$ cat config.mk
export PLATFORM = sky130hd
export DESIGN_NAME = echo_sequenciador_flat
export DESIGN_NICKNAME = d
export VERILOG_FILES = /design/src/rtl/echo_sequenciador_if.sv /design/src/rtl/echo_sequenciador.sv /design/src/flat_wrapper.sv
export SDC_FILE = /design/constraint.sdc
export NUM_CORES = 1
export LEC_CHECK = 0
export CAP_MARGIN = 20
export CORE_MARGIN = 3
export CORE_UTILIZATION = 62
export CTS_BUF_LIST = sky130_fd_sc_hd__clkbuf_2 sky130_fd_sc_hd__clkbuf_4 sky130_fd_sc_hd__clkbuf_8
export CTS_CLUSTER_DIAMETER = 120
export DETAILED_ROUTE_END_ITERATION = 7
export PLACE_DENSITY = 0.83
export REMOVE_ABC_BUFFERS = 1
export SLEW_MARGIN = 5
export SYNTH_ARGS = -nofsm -noshare
export SYNTH_HDL_FRONTEND = slang
export SYNTH_SLANG_ARGS = --single-unit
$ cat constraint.sdc
create_clock -name clk -period 2.8 [get_ports clk]
set_input_delay 0.42 -clock clk [delete_from_list [all_inputs] [get_ports clk]]
set_output_delay 0.42 -clock clk [all_outputs]
set_load 0.01 [all_outputs]
$ cat src/rtl/echo_sequenciador_if.sv
// Control/data bundle between the echo sequencer and its driver.
// The master drives the strobes and code; the slave returns the echoed code and status.
interface echo_sequenciador_if #(
  parameter int CW = 3
);
  logic          load;
  logic [4:0]    code_in;
  logic          play;
  logic          clear;
  logic          S1;
  logic          S2;
  logic          S3;
  logic          S4;
  logic          S5;
  logic          busy;
  logic          full;
  logic          done;
  logic [CW-1:0] count;

  modport master (
    output load, code_in, play, clear,
    input  S1, S2, S3, S4, S5, busy, full, done, count
  );

  modport slave (
    input  load, code_in, play, clear,
    output S1, S2, S3, S4, S5, busy, full, done, count
  );
endinterface

$ cat src/rtl/echo_sequenciador.sv
// Stores up to DEPTH 5-bit character codes and replays them, each held HOLD cycles
// with GAP blank cycles in between, feeding echo_display on S1..S5.
//
// state   | meaning
// --------+---------------------------------------------------------
// ST_IDLE | blank output; accepts load / play / clear
// ST_SHOW | drives buf[idx] until the hold timer expires
// ST_GAP  | drives BLANK_CODE between two codes
module echo_sequenciador #(
  parameter int         DEPTH      = 4,
  parameter int         HOLD       = 50000000,
  parameter int         GAP        = 5000000,
  parameter logic [4:0] BLANK_CODE = 5'b00000
) (
  input logic          clk,
  input logic          rst_n,
  echo_sequenciador_if.slave bus
);
  localparam int CW   = $clog2(DEPTH + 1);
  localparam int IW   = $clog2(DEPTH);
  localparam int TMAX = (HOLD > GAP) ? HOLD : GAP;
  localparam int TW   = $clog2(TMAX + 1);
  localparam logic [TW-1:0] HOLD_LD = TW'(HOLD - 1);
  localparam logic [TW-1:0] GAP_LD  = TW'((GAP > 0) ? GAP - 1 : 0);

  typedef enum logic [1:0] {ST_IDLE, ST_SHOW, ST_GAP} state_t;

  state_t        state_q;
  logic [CW-1:0] count_q;
  logic [IW-1:0] idx_q;
  logic [TW-1:0] tmr_q;
  logic [4:0]    code_q;
  logic          busy_q;
  logic          done_q;
  logic [4:0]    buf_q [DEPTH];

  logic full;
  logic last;
  logic buf_we;

  assign full   = (count_q == CW'(DEPTH));
  assign last   = (CW'(idx_q) == count_q - CW'(1));
  assign buf_we = (state_q == ST_IDLE) && bus.load && !bus.play && !bus.clear && !full;

  // Storage carries no reset: stale entries beyond count are never shown.
  always_ff @(posedge clk) begin
    if (buf_we) buf_q[IW'(count_q)] <= bus.code_in;
  end

  // Phase timer counts down from its load value; expiry is tmr_q == 0.
  always_ff @(posedge clk or negedge rst_n) begin
    if (!rst_n) begin
      state_q <= ST_IDLE;
      count_q <= '0;
      idx_q   <= '0;
      tmr_q   <= '0;
      code_q  <= BLANK_CODE;
      busy_q  <= 1'b0;
      done_q  <= 1'b0;
    end else begin
      done_q <= 1'b0;
      case (state_q)
        ST_IDLE: begin
          if (bus.clear) begin
            count_q <= '0;
          end else if (bus.play) begin
            if (count_q != '0) begin
              idx_q   <= '0;
              tmr_q   <= HOLD_LD;
              code_q  <= buf_q[0];
              busy_q  <= 1'b1;
              state_q <= ST_SHOW;
            end
          end else if (buf_we) begin
            count_q <= count_q + CW'(1);
          end
        end
        ST_SHOW: begin
          if (bus.clear) begin
            count_q <= '0;
            code_q  <= BLANK_CODE;
            busy_q  <= 1'b0;
            state_q <= ST_IDLE;
          end else if (tmr_q != '0) begin
            tmr_q <= tmr_q - TW'(1);
          end else if (last) begin
            code_q  <= BLANK_CODE;
            busy_q  <= 1'b0;
            done_q  <= 1'b1;
            state_q <= ST_IDLE;
          end else if (GAP > 0) begin
            tmr_q   <= GAP_LD;
            code_q  <= BLANK_CODE;
            state_q <= ST_GAP;
          end else begin
            idx_q  <= idx_q + IW'(1);
            tmr_q  <= HOLD_LD;
            code_q <= buf_q[idx_q + IW'(1)];
          end
        end
        ST_GAP: begin
          if (bus.clear) begin
            count_q <= '0;
            code_q  <= BLANK_CODE;
            busy_q  <= 1'b0;
            state_q <= ST_IDLE;
          end else if (tmr_q != '0) begin
            tmr_q <= tmr_q - TW'(1);
          end else begin
            idx_q   <= idx_q + IW'(1);
            tmr_q   <= HOLD_LD;
            code_q  <= buf_q[idx_q + IW'(1)];
            state_q <= ST_SHOW;
          end
        end
        default: state_q <= ST_IDLE;
      endcase
    end
  end

  assign bus.S1    = code_q[4];
  assign bus.S2    = code_q[3];
  assign bus.S3    = code_q[2];
  assign bus.S4    = code_q[1];
  assign bus.S5    = code_q[0];
  assign bus.busy  = busy_q;
  assign bus.done  = done_q;
  assign bus.full  = full;
  assign bus.count = count_q;
endmodule

$ cat src/flat_wrapper.sv
// flat-port wrapper written by rule: the top's interface ports become plain ports
module echo_sequenciador_flat 
#(
  parameter int         DEPTH      = 4,
  parameter int         HOLD       = 50000000,
  parameter int         GAP        = 5000000,
  parameter logic [4:0] BLANK_CODE = 5'b00000
)
  (clk, rst_n, bus_load, bus_code_in, bus_play, bus_clear, bus_S1, bus_S2, bus_S3, bus_S4, bus_S5, bus_busy, bus_full, bus_done, bus_count);
  echo_sequenciador_if #(.CW((3))) bus_i ();
  input logic clk;
  input logic rst_n;
  input wire logic [$bits(bus_i.load)-1:0] bus_load;
  input wire logic [$bits(bus_i.code_in)-1:0] bus_code_in;
  input wire logic [$bits(bus_i.play)-1:0] bus_play;
  input wire logic [$bits(bus_i.clear)-1:0] bus_clear;
  output wire logic [$bits(bus_i.S1)-1:0] bus_S1;
  output wire logic [$bits(bus_i.S2)-1:0] bus_S2;
  output wire logic [$bits(bus_i.S3)-1:0] bus_S3;
  output wire logic [$bits(bus_i.S4)-1:0] bus_S4;
  output wire logic [$bits(bus_i.S5)-1:0] bus_S5;
  output wire logic [$bits(bus_i.busy)-1:0] bus_busy;
  output wire logic [$bits(bus_i.full)-1:0] bus_full;
  output wire logic [$bits(bus_i.done)-1:0] bus_done;
  output wire logic [$bits(bus_i.count)-1:0] bus_count;
  assign bus_i.load = bus_load;
  assign bus_i.code_in = bus_code_in;
  assign bus_i.play = bus_play;
  assign bus_i.clear = bus_clear;
  assign bus_S1 = bus_i.S1;
  assign bus_S2 = bus_i.S2;
  assign bus_S3 = bus_i.S3;
  assign bus_S4 = bus_i.S4;
  assign bus_S5 = bus_i.S5;
  assign bus_busy = bus_i.busy;
  assign bus_full = bus_i.full;
  assign bus_done = bus_i.done;
  assign bus_count = bus_i.count;
  echo_sequenciador #(.DEPTH(DEPTH), .HOLD(HOLD), .GAP(GAP), .BLANK_CODE(BLANK_CODE)) u_core (.clk(clk), .rst_n(rst_n), .bus(bus_i));
endmodule
; ---- Word level (Yosys, flattened, before mapping)
; Memories as Yosys holds them, arrays and structs flattened.
; Cells that the tools add are included.
[totals]
ramBits = 20
n_memories = 1
ff_bits = 40
output_inout_bits = 11
elab_cells = 101
input_bits = 10
[mem_list]
columns = name, words, word_bits, rd, rd_clocked_by_memory_dff, write_ports, line_no
row1 = u_core.buf_q, 4, 5, 2, 0, 1, echo_sequenciador.sv:35  ; logic [4:0] buf_q [DEPTH];
[op_classes]
reduce_logical = 20
addsub = 4
eq_ne = 18
n_mux = 51
[ops]
columns = operator, count
row1 = 26-bit two-way mux, 8
row2 = 26-bit one-hot mux with 3 select lines, 1
row3 = 5-bit two-way mux, 7
row4 = 2-bit two-way mux, 13
row5 = 26-bit nonzero test, 1
row6 = "26-bit by 1-bit subtractor with 26-bit output, second input constant", 1
row7 = 5-bit one-hot mux with 3 select lines, 1
row8 = "2-bit != test, second input constant", 7
row9 = 7-bit AND reduction, 2
row10 = 1-bit two-way mux, 13
row11 = 3-bit two-way mux, 4
row12 = "3-bit != test, second input constant", 4
row13 = 6-bit AND reduction, 2
row14 = "3-bit by 2-bit != test with 1-bit output, second input constant", 2
row15 = 2-bit one-hot mux with 3 select lines, 1
row16 = 3-bit one-hot mux with 2 select lines, 1
row17 = 3-bit nonzero test, 2
row18 = 5-bit AND reduction, 1
row19 = 1-bit logical AND, 4
row20 = 2-bit one-hot mux with 2 select lines, 1
row21 = 4-bit AND reduction, 1
row22 = 2-bit nonzero test, 2
row23 = "3-bit by 1-bit adder with 3-bit output, second input constant", 1
row24 = 2-bit by 3-bit equality test with 1-bit output, 1
row25 = 10 further kinds, 12

; ---- Depth between registers and ports, before layout
[logic_depth]
ltp_word = 9
mapped_depth = 8
mapped_depth_nobuf = 7

; ---- Least setup slack after synthesis
; OpenSTA, ideal clock, no wires.
[synth_path]
kind = flip-flop to flip-flop
from = register u_core.tmr_q[0]
to = register u_core.tmr_q[8]
arrival_time_ns = 2.221
required_ns = 2.676
setup_ns = 0.124
stages_incl_launch_ff = 9
setup_slack_ns = 0.455
cell_sequence = dfrtp_1 -> inv_1 -> ha_1 -> or4b_4 -> nor4_4 -> and4_4 -> buf_6 -> nor4_1 -> a211o_1
[synth_between]
elab_chain_len = 4
elab_cells_between_ends = 9
cone_classes = 1 x add/sub / 1 x eq/ne / 5 x mux / 2 x reduce/logical
[synth_rtl]
columns = element, line_no
row1 = from (decl), echo_sequenciador.sv:31  ; logic [TW-1:0] tmr_q;
row2 = from (signal assigned), echo_sequenciador.sv:85  ; tmr_q <= tmr_q - TW'(1);
row3 = from (signal assigned), echo_sequenciador.sv:108  ; tmr_q <= tmr_q - TW'(1);
row4 = 26-bit by 1-bit subtractor with 26-bit output or 26-bit nonzero test (tied branches), n/a
row5 = "26-bit two-way mux, on equally long branches", "echo_sequenciador.sv:107, echo_sequenciador.sv:84"
row6 = "26-bit two-way mux, on equally long branches", "echo_sequenciador.sv:102, echo_sequenciador.sv:79"
row7 = 26-bit one-hot mux with 3 select lines, echo_sequenciador.sv:62  ; case (state_q)
; Several ways; a longest one is shown, not always the timed one. The select of a mux whose other input is x is not followed.
; A chain may end at the register's enable or synchronous reset.

; ---- Final worst setup path
[layout_path]
from = register u_core.tmr_q[0]
to = register u_core.tmr_q[6]
; The elaborated chain is that of the path after synthesis.

==> flow_summary_export.csv <==
group,metric,value,unit
outcome,status,"completed",
final_layout,n_antenna_cell,0,
logic_synthesis,yosys_warnings,0,
route,route.detailed.drc,0,
final_layout,drive_gt1_frac,0.173,
clock_network,post_cts_buffers,0,
logic_synthesis,ys_seq_area_frac,0.461,
clock_network,htree_levels,3,
placement,portBuffers,20,
worst_setup_path,required,3020,ps
timing,setup_ws,160,ps
clock_network,numClockSinks,60,
timing,timing.fmax,0.379,GHz
route,num_vias,3009,
timing,slew-limit-headroom,0.376,
final_layout,final_common_cell,"dfrtp_1",
pwr,vdd_ir_drop_max,0.709,mV
floorplan,ios,21,
worst_setup_path,critPathCaptureType,"flip-flop",
route,ant_nets,0,
worst_setup_path,critPathMaxStageDelay,530,ps
worst_setup_path,slowest_stage,"or4b_4",
logic_synthesis,synth_edf_count,20,
clock_network,clock_latency,340,ps
worst_setup_path,crit_chain,"inv_1 > ha_1 > or4b_4 > nor4_4 > buf_4 > a21o_2 > o221ai_1 > a22o_1",
floorplan,die_h,80.8,um
grt,grt_pass1_vias,2767,
timing,setup_viol,0,
grt,grt_pass1_wl,13900,um
route,drt_iter0_markers,493,
worst_setup_path,crit_buf_inv,2,
logic_synthesis,synthDistinctLibCells,62,
final_layout,design_area,4010,um^2
clock_network,numCtsBuffers,9,
final_layout,mostFrequentLayoutCells,"40 x dfrtp_1, 26 x nor2_1, 20 x o21ai_0, 20 x edfxtp_1",
worst_setup_path,path_max_fanout,12,
timing,fin_setup_tns,0,ps
logic_synthesis,synthArstFlopShare,0.667,
clock_network,cts_tree,"built",
route,drt_wl_total,8580,um
final_layout,area_delta_synth_final,15.4,%
timing,final-max-slew-violation-count,0,
run,drv_cap,0,
grt,grt_max_degree,41,
grt,grt-busiest-layer,"met2",
logic_synthesis,syn-cell-area,3470,um^2
pwr,power_density,1000,nW/um^2
clock_network,clk_pin_slew,70,ps
logic_synthesis,synth-seq-cells,60,
worst_setup_path,path_delay_family,"simple AND/OR/NAND/NOR gates",
timing,hold_viol_final,0,
logic_synthesis,ys_top_cells_by_area,"dfrtp_1 29%, edfxtp_1 17%, ha_1 3.6%",
worst_setup_path,critPathKind,"reg -> reg",
clock_network,cts_buffer_depth,2,
logic_synthesis,synthFlopType,"dfrtp_1",
route,wl_per_cell,19.0,um
final_layout,fin_nets,396,
worst_setup_path,critical_path_arrival,2860,ps
worst_hold_path,hold_class,"in -> async",
floorplan,fp.dieArea,6530,um^2
logic_synthesis,synth_area_leader_cell,"dfrtp_1",
clock_network,cts_root_buf,"clkbuf_8",
timing,period_share,0.943,
grt,gr-usage-met3,0.0499,
timing,fin_crit,2640,ps
timing,grt_setup_unrepaired,"false",
timing,tightest_slew,936,ps
placement,gp_congestion,0.982,
grt,grtUsageMet2,0.422,
grt,use_met1,0.402,
placement,post-place-ws,107,ps
logic_synthesis,synth_top_area_share,0.288,
route,vias_per_cell,6.67,
floorplan,core_area,5270,um^2
grt,antenna_found_initial,0,
grt,overflow,0,
floorplan,fp-row-count,26,
worst_setup_path,crit_start,"u_core.tmr_q[0]$_DFFE_PN0P_",
pwr,power.leakage,1.56,nW
route,dr.pass1.iters,5,
floorplan,initial_core_util,0.659,
grt,grt_usage,0.282,
logic_synthesis,avgSynthCellArea,10.2,um^2
worst_setup_path,r2r_start,"u_core.tmr_q[0]$_DFFE_PN0P_",
placement,dpl_cell_area,3820,um^2
placement,dp_hpwl,5960,um
timing,fin_skew,10.4,ps
worst_setup_path,worst_setup_path_start_kind,"flip-flop",
logic_synthesis,syn_inst,341,
floorplan,die_x,80.8,um
==> synth_stat cells, types with 5 or more instances <==
cell      count
o31ai_1      10
a22o_1        6
a211oi_1     10
o22a_1       10
edfxtp_1     20
nor4_1        8
nand2_1      19
nor3_1        8
mux2_2        9
dfrtp_1      40
a21oi_1      15
or4_1         5
clkbuf_1      9
mux2i_1       8
nor2_1       26
nand3_1       7
ha_1         10
inv_1        14
a31oi_1      12
o21ai_0      20
==> layer usage <==
metal / part of all wire / vias up
met5: 0 / -
li1: - / 1380
met2: 0.44 / 174
met1: 0.43 / 1426
met4: 0.031 / 0
met3: 0.093 / 29
==> what timing repair did <==
action                     4_1_cts  5_1_grt
resized for setup                0        2
hold buffers                     0        0
setup endpoints to repair        0       11
==> metrics by stage <==
step / cells / power [mW] / utilization / hold slack, ps
after global routing: 451 / 4.26 / 0.760 / 276
after global placement: 435 / 3.21 / 0.725 / 491
after floorplan: 326 / 2.62 / - / 124
after detailed placement: 435 / 3.27 / 0.725 / 495
after CTS: 451 / 3.97 / 0.759 / 244
final: 451 / 4.02 / 0.760 / 224
==> worst paths after layout <==
kind,endpoint,depth (start not counted),slack (ps)
worst max-delay path,u_core.tmr_q[6]$_DFFE_PN0P_,8,160
worst min-delay path,u_core.tmr_q[24]$_DFFE_PN0P_,1,220
worst max register to register,u_core.tmr_q[6]$_DFFE_PN0P_,8,160
worst min register to register,u_core.code_q[2]$_DFFE_PN0P_,1,510
max in group asynchronous,u_core.tmr_q[7]$_DFFE_PN0P_,1,1990
min in group clk,u_core.code_q[2]$_DFFE_PN0P_,1,510
==> where the power goes <==
part | total, mW | switching (mW) | internal (mW)
sequential | 1.33 | 0.214 | 1.12
clock | 0.696 | 0.353 | 0.343
combinational | 2.00 | 1.13 | 0.869
==> registers in the layout, summed over array words and instances, names as in the netlist <==
name              cells
u_core.bus.busy       1
u_core.state_q        2
u_core.bus.done       1
u_core.tmr_q         26
u_core.bus.count      3
u_core.idx_q          2
u_core.code_q         5
u_core.buf_q         20
==> logic make-up (layout without fill, tap and decap cells) <==
logic type	count (synthesis)	in the layout	share of synthesized area
flops	60	60	0.461
fa+ha+maj	10	10	0.0360
xor+xnor	3	3	0.00757
buf+inv	30	70	0.0378
mux	17	17	0.0523
compound gates	110	110	0.224
simple gates	111	111	0.181
==> cell type report <==
type | instances | area, um^2
Fill cell | 377 | 1260
Timing Repair Buffer | 39 | 338
Sequential cell | 60 | 1600
Multi-Input combinational cell | 251 | 1750
Clock buffer | 11 | 139
Clock inverter | 5 | 38.8
Tap cell | 70 | 87.6
Inverter | 15 | 56.3
Note: power is estimated with default switching activity, not from simulation.
